## src/rtl/cga_pkg.sv

```systemverilog
// Shared CGA definitions: VRAM address width and the ISA/VRAM arbiter state encoding.
package cga_pkg;

    localparam int VRAM_AW_DEFAULT = 14;

    typedef enum logic [2:0] {
        ST_IDLE = 3'd0,
        ST_WAIT = 3'd1,
        ST_ACC2 = 3'd2,
        ST_ACC3 = 3'd3,
        ST_HOLD = 3'd4
    } cga_state_e;

endpackage

```

## src/rtl/cga_vram_arbiter_if.sv

```systemverilog
// ISA-side VRAM bus. The host holds isa_req (with isa_we/isa_addr/isa_wdata stable) as a level
// until it samples isa_ready=1; read data is valid on isa_rdata from that cycle and is held.
interface cga_vram_arbiter_if
    import cga_pkg::*;
#(
    parameter int VRAM_AW = VRAM_AW_DEFAULT
) ();

    logic               isa_req;
    logic               isa_we;
    logic [VRAM_AW-1:0] isa_addr;
    logic [7:0]         isa_wdata;
    logic [7:0]         isa_rdata;
    logic               isa_ready;

    modport master (
        output isa_req, isa_we, isa_addr, isa_wdata,
        input  isa_rdata, isa_ready
    );

    modport slave (
        input  isa_req, isa_we, isa_addr, isa_wdata,
        output isa_rdata, isa_ready
    );

endinterface

```

## src/rtl/cga_vram_arbiter.sv

```systemverilog
// Shares the CGA VRAM SRAM between the CRTC display fetch and three-cycle ISA accesses,
// flagging any access slot the display fetch intrudes on.
module cga_vram_arbiter
    import cga_pkg::*;
#(
    parameter int VRAM_AW = VRAM_AW_DEFAULT
) (
    input  logic               clk,
    input  logic               reset_n,
    input  logic               vram_read,
    input  logic               vram_read_a0,
    input  logic               isa_op_enable,
    input  logic [VRAM_AW-2:0] disp_addr,
    cga_vram_arbiter_if.slave  isa,
    output logic [VRAM_AW-1:0] ram_addr,
    input  logic [7:0]         ram_din,
    output logic [7:0]         ram_dout,
    output logic               ram_we_n,
    output logic               contention,
    output cga_state_e         state_dbg
);

    cga_state_e         state;
    logic               lat_we;
    logic [VRAM_AW-1:0] lat_addr;
    logic [7:0]         lat_data;
    logic [7:0]         rdata_q;
    logic               acc1;
    logic               in_access;

    // Access cycle 1 is the WAIT cycle in which the slot opens; an abort takes precedence.
    always_comb begin
        acc1      = (state == ST_WAIT) && isa.isa_req && isa_op_enable;
        in_access = acc1 || (state == ST_ACC2) || (state == ST_ACC3);
    end

    always_ff @(posedge clk or negedge reset_n) begin
        if (!reset_n) begin
            state      <= ST_IDLE;
            lat_we     <= 1'b0;
            lat_addr   <= '0;
            lat_data   <= '0;
            rdata_q    <= 8'h00;
            contention <= 1'b0;
        end else begin
            if (in_access && vram_read) begin
                contention <= 1'b1;
            end
            unique case (state)
                ST_IDLE: begin
                    if (isa.isa_req) begin
                        lat_we   <= isa.isa_we;
                        lat_addr <= isa.isa_addr;
                        lat_data <= isa.isa_wdata;
                        state    <= ST_WAIT;
                    end
                end
                ST_WAIT: begin
                    if (!isa.isa_req) begin
                        state <= ST_IDLE;
                    end else if (isa_op_enable) begin
                        state <= ST_ACC2;
                    end
                end
                ST_ACC2: state <= ST_ACC3;
                ST_ACC3: begin
                    if (!lat_we) begin
                        rdata_q <= ram_din;
                    end
                    state <= isa.isa_req ? ST_HOLD : ST_IDLE;
                end
                ST_HOLD: begin
                    if (!isa.isa_req) begin
                        state <= ST_IDLE;
                    end
                end
                default: state <= ST_IDLE;
            endcase
        end
    end

    // Display fetch always wins the SRAM; the ISA cycle still completes, flagged as contention.
    always_comb begin
        ram_addr = (in_access && !vram_read) ? lat_addr : {disp_addr, vram_read_a0};
        ram_dout = lat_data;
        ram_we_n = !(lat_we && (acc1 || (state == ST_ACC2)) && !vram_read);
    end

    assign isa.isa_rdata = rdata_q;
    assign isa.isa_ready = !(isa.isa_req && (state != ST_HOLD));
    assign state_dbg     = state;

endmodule

```

## src/flat_wrapper.sv

```systemverilog
// flat-port wrapper written by rule: the top's interface ports become plain ports
module cga_vram_arbiter_flat import cga_pkg::*;
#(
    parameter int VRAM_AW = VRAM_AW_DEFAULT
)
  (clk, reset_n, vram_read, vram_read_a0, isa_op_enable, disp_addr, ram_addr, ram_din, ram_dout, ram_we_n, contention, state_dbg, isa_isa_req, isa_isa_we, isa_isa_addr, isa_isa_wdata, isa_isa_rdata, isa_isa_ready);
  cga_vram_arbiter_if #(.VRAM_AW(VRAM_AW)) isa_i ();
  input  logic clk;
  input  logic reset_n;
  input  logic vram_read;
  input  logic vram_read_a0;
  input  logic isa_op_enable;
  input  logic [VRAM_AW-2:0] disp_addr;
  output logic [VRAM_AW-1:0] ram_addr;
  input  logic [7:0] ram_din;
  output logic [7:0] ram_dout;
  output logic ram_we_n;
  output logic contention;
  output cga_state_e state_dbg;
  input wire logic [$bits(isa_i.isa_req)-1:0] isa_isa_req;
  input wire logic [$bits(isa_i.isa_we)-1:0] isa_isa_we;
  input wire logic [$bits(isa_i.isa_addr)-1:0] isa_isa_addr;
  input wire logic [$bits(isa_i.isa_wdata)-1:0] isa_isa_wdata;
  output wire logic [$bits(isa_i.isa_rdata)-1:0] isa_isa_rdata;
  output wire logic [$bits(isa_i.isa_ready)-1:0] isa_isa_ready;
  assign isa_i.isa_req = isa_isa_req;
  assign isa_i.isa_we = isa_isa_we;
  assign isa_i.isa_addr = isa_isa_addr;
  assign isa_i.isa_wdata = isa_isa_wdata;
  assign isa_isa_rdata = isa_i.isa_rdata;
  assign isa_isa_ready = isa_i.isa_ready;
  cga_vram_arbiter #(.VRAM_AW(VRAM_AW)) u_core (.clk(clk), .reset_n(reset_n), .vram_read(vram_read), .vram_read_a0(vram_read_a0), .isa_op_enable(isa_op_enable), .disp_addr(disp_addr), .isa(isa_i), .ram_addr(ram_addr), .ram_din(ram_din), .ram_dout(ram_dout), .ram_we_n(ram_we_n), .contention(contention), .state_dbg(state_dbg));
endmodule
```

## config.mk

```make
export PLATFORM = sky130hd
export DESIGN_NAME = cga_vram_arbiter_flat
export DESIGN_NICKNAME = d
export VERILOG_FILES = /design/src/rtl/cga_pkg.sv /design/src/rtl/cga_vram_arbiter_if.sv /design/src/rtl/cga_vram_arbiter.sv /design/src/flat_wrapper.sv
export SDC_FILE = /design/constraint.sdc
export NUM_CORES = 1
export LEC_CHECK = 0
export BUFFER_PORTS_ARGS = -buffer_cell sky130_fd_sc_hd__buf_2
export CAP_MARGIN = 20
export CELL_PAD_IN_SITES_DETAIL_PLACEMENT = 0
export CELL_PAD_IN_SITES_GLOBAL_PLACEMENT = 1
export CORE_ASPECT_RATIO = 1.5
export CORE_MARGIN = 2
export CORE_UTILIZATION = 36
export CTS_CLUSTER_DIAMETER = 200
export DETAILED_ROUTE_END_ITERATION = 10
export GPL_ROUTABILITY_DRIVEN = 0
export MAX_ROUTING_LAYER = met4
export PLACE_DENSITY_LB_ADDON = 0.1
export SLEW_MARGIN = 20
export SYNTH_ARGS = -nofsm -noshare
export SYNTH_HDL_FRONTEND = slang
export SYNTH_SLANG_ARGS = --single-unit
```

## constraint.sdc

```tcl
create_clock -name clk -period 3.85 [get_ports clk]
set_input_delay 0.5775 -clock clk [delete_from_list [all_inputs] [get_ports clk]]
set_output_delay 0.5775 -clock clk [all_outputs]
set_load 0.03 [all_outputs]
```

==> impl_results.md <==
* Outcome: completed
* DR WL/cell at 14.24 um
* Die height at 85.24 um
* Clock Tree Root: clkbuf_8
* Hold_ws at 0.3711 ns
* Cell Count Post-Placement at 232
* Post-route cell area at 0.002118 mm^2
* Placed inst area at 0.002031 mm^2
* FF-to-FF path depth at 3
* Post-route antenna net violation count at 0
* Gr busiest metal: met2
* Crit path max fanout at 14
* Hold Path Class: in -> async
* Critical Path End: ram_addr[9]
* 1st-iter DRT viols at 41
* Detailed placer's ending HPWL at 2.632 mm
* RSZ-0062 raised after global routing: no
* Number of global-route vias before repair at 1245
* Pwr per Cell Area at 843.1 mW/mm^2
* Total GRT Usage at 15.15%
* Minimum clock period at 2.683 ns
* H-tree depth at 2
* Yosys warns at 0
* Io pins at 86
* # port buffers at 85
* Seq/Total Area, Yosys at 55.29%
* Global-route met1 utilization at 15.33%
* Worst EP required at 3.27 ns
* Met3 Usage GRT at 3.811%
* Die Span X at 58.16 um
* DP Worst Slack at 1.258 ns
* Total clock buffers created by CTS at 5
* RR Startpoint: u_core.state_dbg[2]
* Post-synth net total at 155
* Cell family with most CP delay: simple AND/OR/NAND/NOR gates
* Crit end category: output pin
* Grt ovf at 0
* Fmax at 372.7 MHz
* Total Power at 1.786 mW
* Nets at 243
* Period utilisation layout at 69.70%
* IR Drop Worst-Case VDD at 0.5046 mV
* Post-layout util at 49.90%
* Max-slew headroom at 48.77%
* Vias per inst at 4.862
* Setup ws final at 1.167 ns
* Core box area at 0.004245 mm^2
* CTS clk-pin slew, worst paths at 0.06 ns
* Met2 GRT Util at 27.27%
* Final non-filler cell total at 239
* Worst-Margin Slew at 0.7684 ns
* Initial Util at 37.31%
* #FFs+latches synth at 35
* Maximum root-to-sink buffer count at 2
* Cell Chain, Critical Path: a31oi_2 > nor3_4 > mux2_2 > buf_2
* Fin. max-slew vios at 0
* Post-CTS Setup Bufs at 0
* Max Cap Viol at 0
* Die area at 0.004958 mm^2
* Max stage delay cell, worst path: nor3_4
* CTS resizes at 0
* CP Launch Type: flip-flop
* Post-synthesis cell count at 105
* Distinct cells, synth at 19
* Critical Path Start: u_core.state_dbg[0]
* # setup viols final at 0
* Initial antenna violation count at 0
* Initial DRT Pass Iterations at 4
* Hold Vio Cnt, Final at 0
* DR DRC count at 0
* P&R area growth vs syn at 33.73%
* Filler instances at 393
* Commonest non-fill, non-tap cell in the layout: buf_2
* Total negative slack at 0 ns
* Mapped cell area at 0.001584 mm^2
* Largest net degree at the start of global routing at 36
* Clock Skews at 0.003864 ns
* CTS tree: yes
* Syn_area_per_cell at 15.09 um^2
* CTS Hold Bufs at 0
* WP buf/inv at 1
* Clock sink count at 35
* Worst path depth at 4
* Setup CP Type: reg -> out
* Standard-cell rows at 29
* Vias at 1162
* Most frequent cells in the layout: buf_2 (85), mux2_2 (44), dfrtp_1 (35)
* First-pass GRT wire length at 5.526 mm
* Reg-to-reg slack, setup at 2.20 ns
* Routed WL at 3.404 mm
* Leakage Power at 1.018 nW
* Terminus of the critical flop-to-flop path: u_core.ram_dout[1]
* Worst Path Arrival at 2.11 ns
* Clock Latency Late Sink at 0.28 ns
* N_diodes at 0
* CP peak stage delay at 0.55 ns
* Layout cells sized above 1 at 73.58%
## power by group
part	internal (mW)	switching, mW
clock network	0.140	0.117
registers	0.548	0.119
logic	0.366	0.495
total	1.05	0.731
## per-layer routing
layer / routed length [um] / part of all wire (%)
met1: 1229 / 36
met2: 1878 / 55
met3: 238 / 7.0
met4: 57 / 1.7
met5: 0 / 0
## state kept, by name, indices dropped and copies added, names as in the netlist
name / count
u_core.lat_we: 1
u_core.lat_addr: 14
u_core.ram_dout: 8
u_core.contention: 1
u_core.state_dbg: 3
u_core.isa.isa_rdata: 8
## cell families (layout without fill, tap and decap cells)
kind of cell	count (synthesis)	after routing	share of synthesized area (%)
muxes	46	46	32.62
DFF	35	35	55.29
and+or+nand+nor	15	15	7.109
buffers and inverters	5	93	2.764
AOI/OAI and AO/OA	4	4	2.212
## worst min-delay path by stage
stage                                  from                  end  cells after the start
after global routing                reset_n  u_core.lat_addr[12]                      1
after CTS                           reset_n   u_core.lat_addr[9]                      1
final                               reset_n   u_core.lat_addr[1]                      1
after floorplan                     reset_n    u_core.contention                      0
after detailed placement  u_core.contention    u_core.contention                      1
after global placement    u_core.contention    u_core.contention                      1
## cell type report
type | count | area (um^2) | share of cell area (%)
Sequential cell | 35 | 875.8 | 41.35
Tap cell | 46 | 57.56 | 2.717
Timing Repair Buffer | 86 | 432.9 | 20.44
Multi-Input combinational cell | 65 | 664.4 | 31.36
Clock buffer | 6 | 82.58 | 3.898
Clock inverter | 1 | 5.005 | 0.2363
## synth_stat cells (all sizes together)
library cell   n  area (um^2)
a21boi         1        7.510
a31oi          1        12.51
buf            5        43.79
dfrtp         35        875.8
mux2          45        506.7
mux2i          1        10.01
nand2          3        11.26
nand2b         1        6.260
nand3          2        10.01
nor2           3        11.26
nor2b          1        6.260
nor3           3        37.53
nor4b          1        23.77
o21a           1        7.510
o21bai         1        7.510
or2            1        6.260
Note: power is estimated with default switching activity, not from simulation.
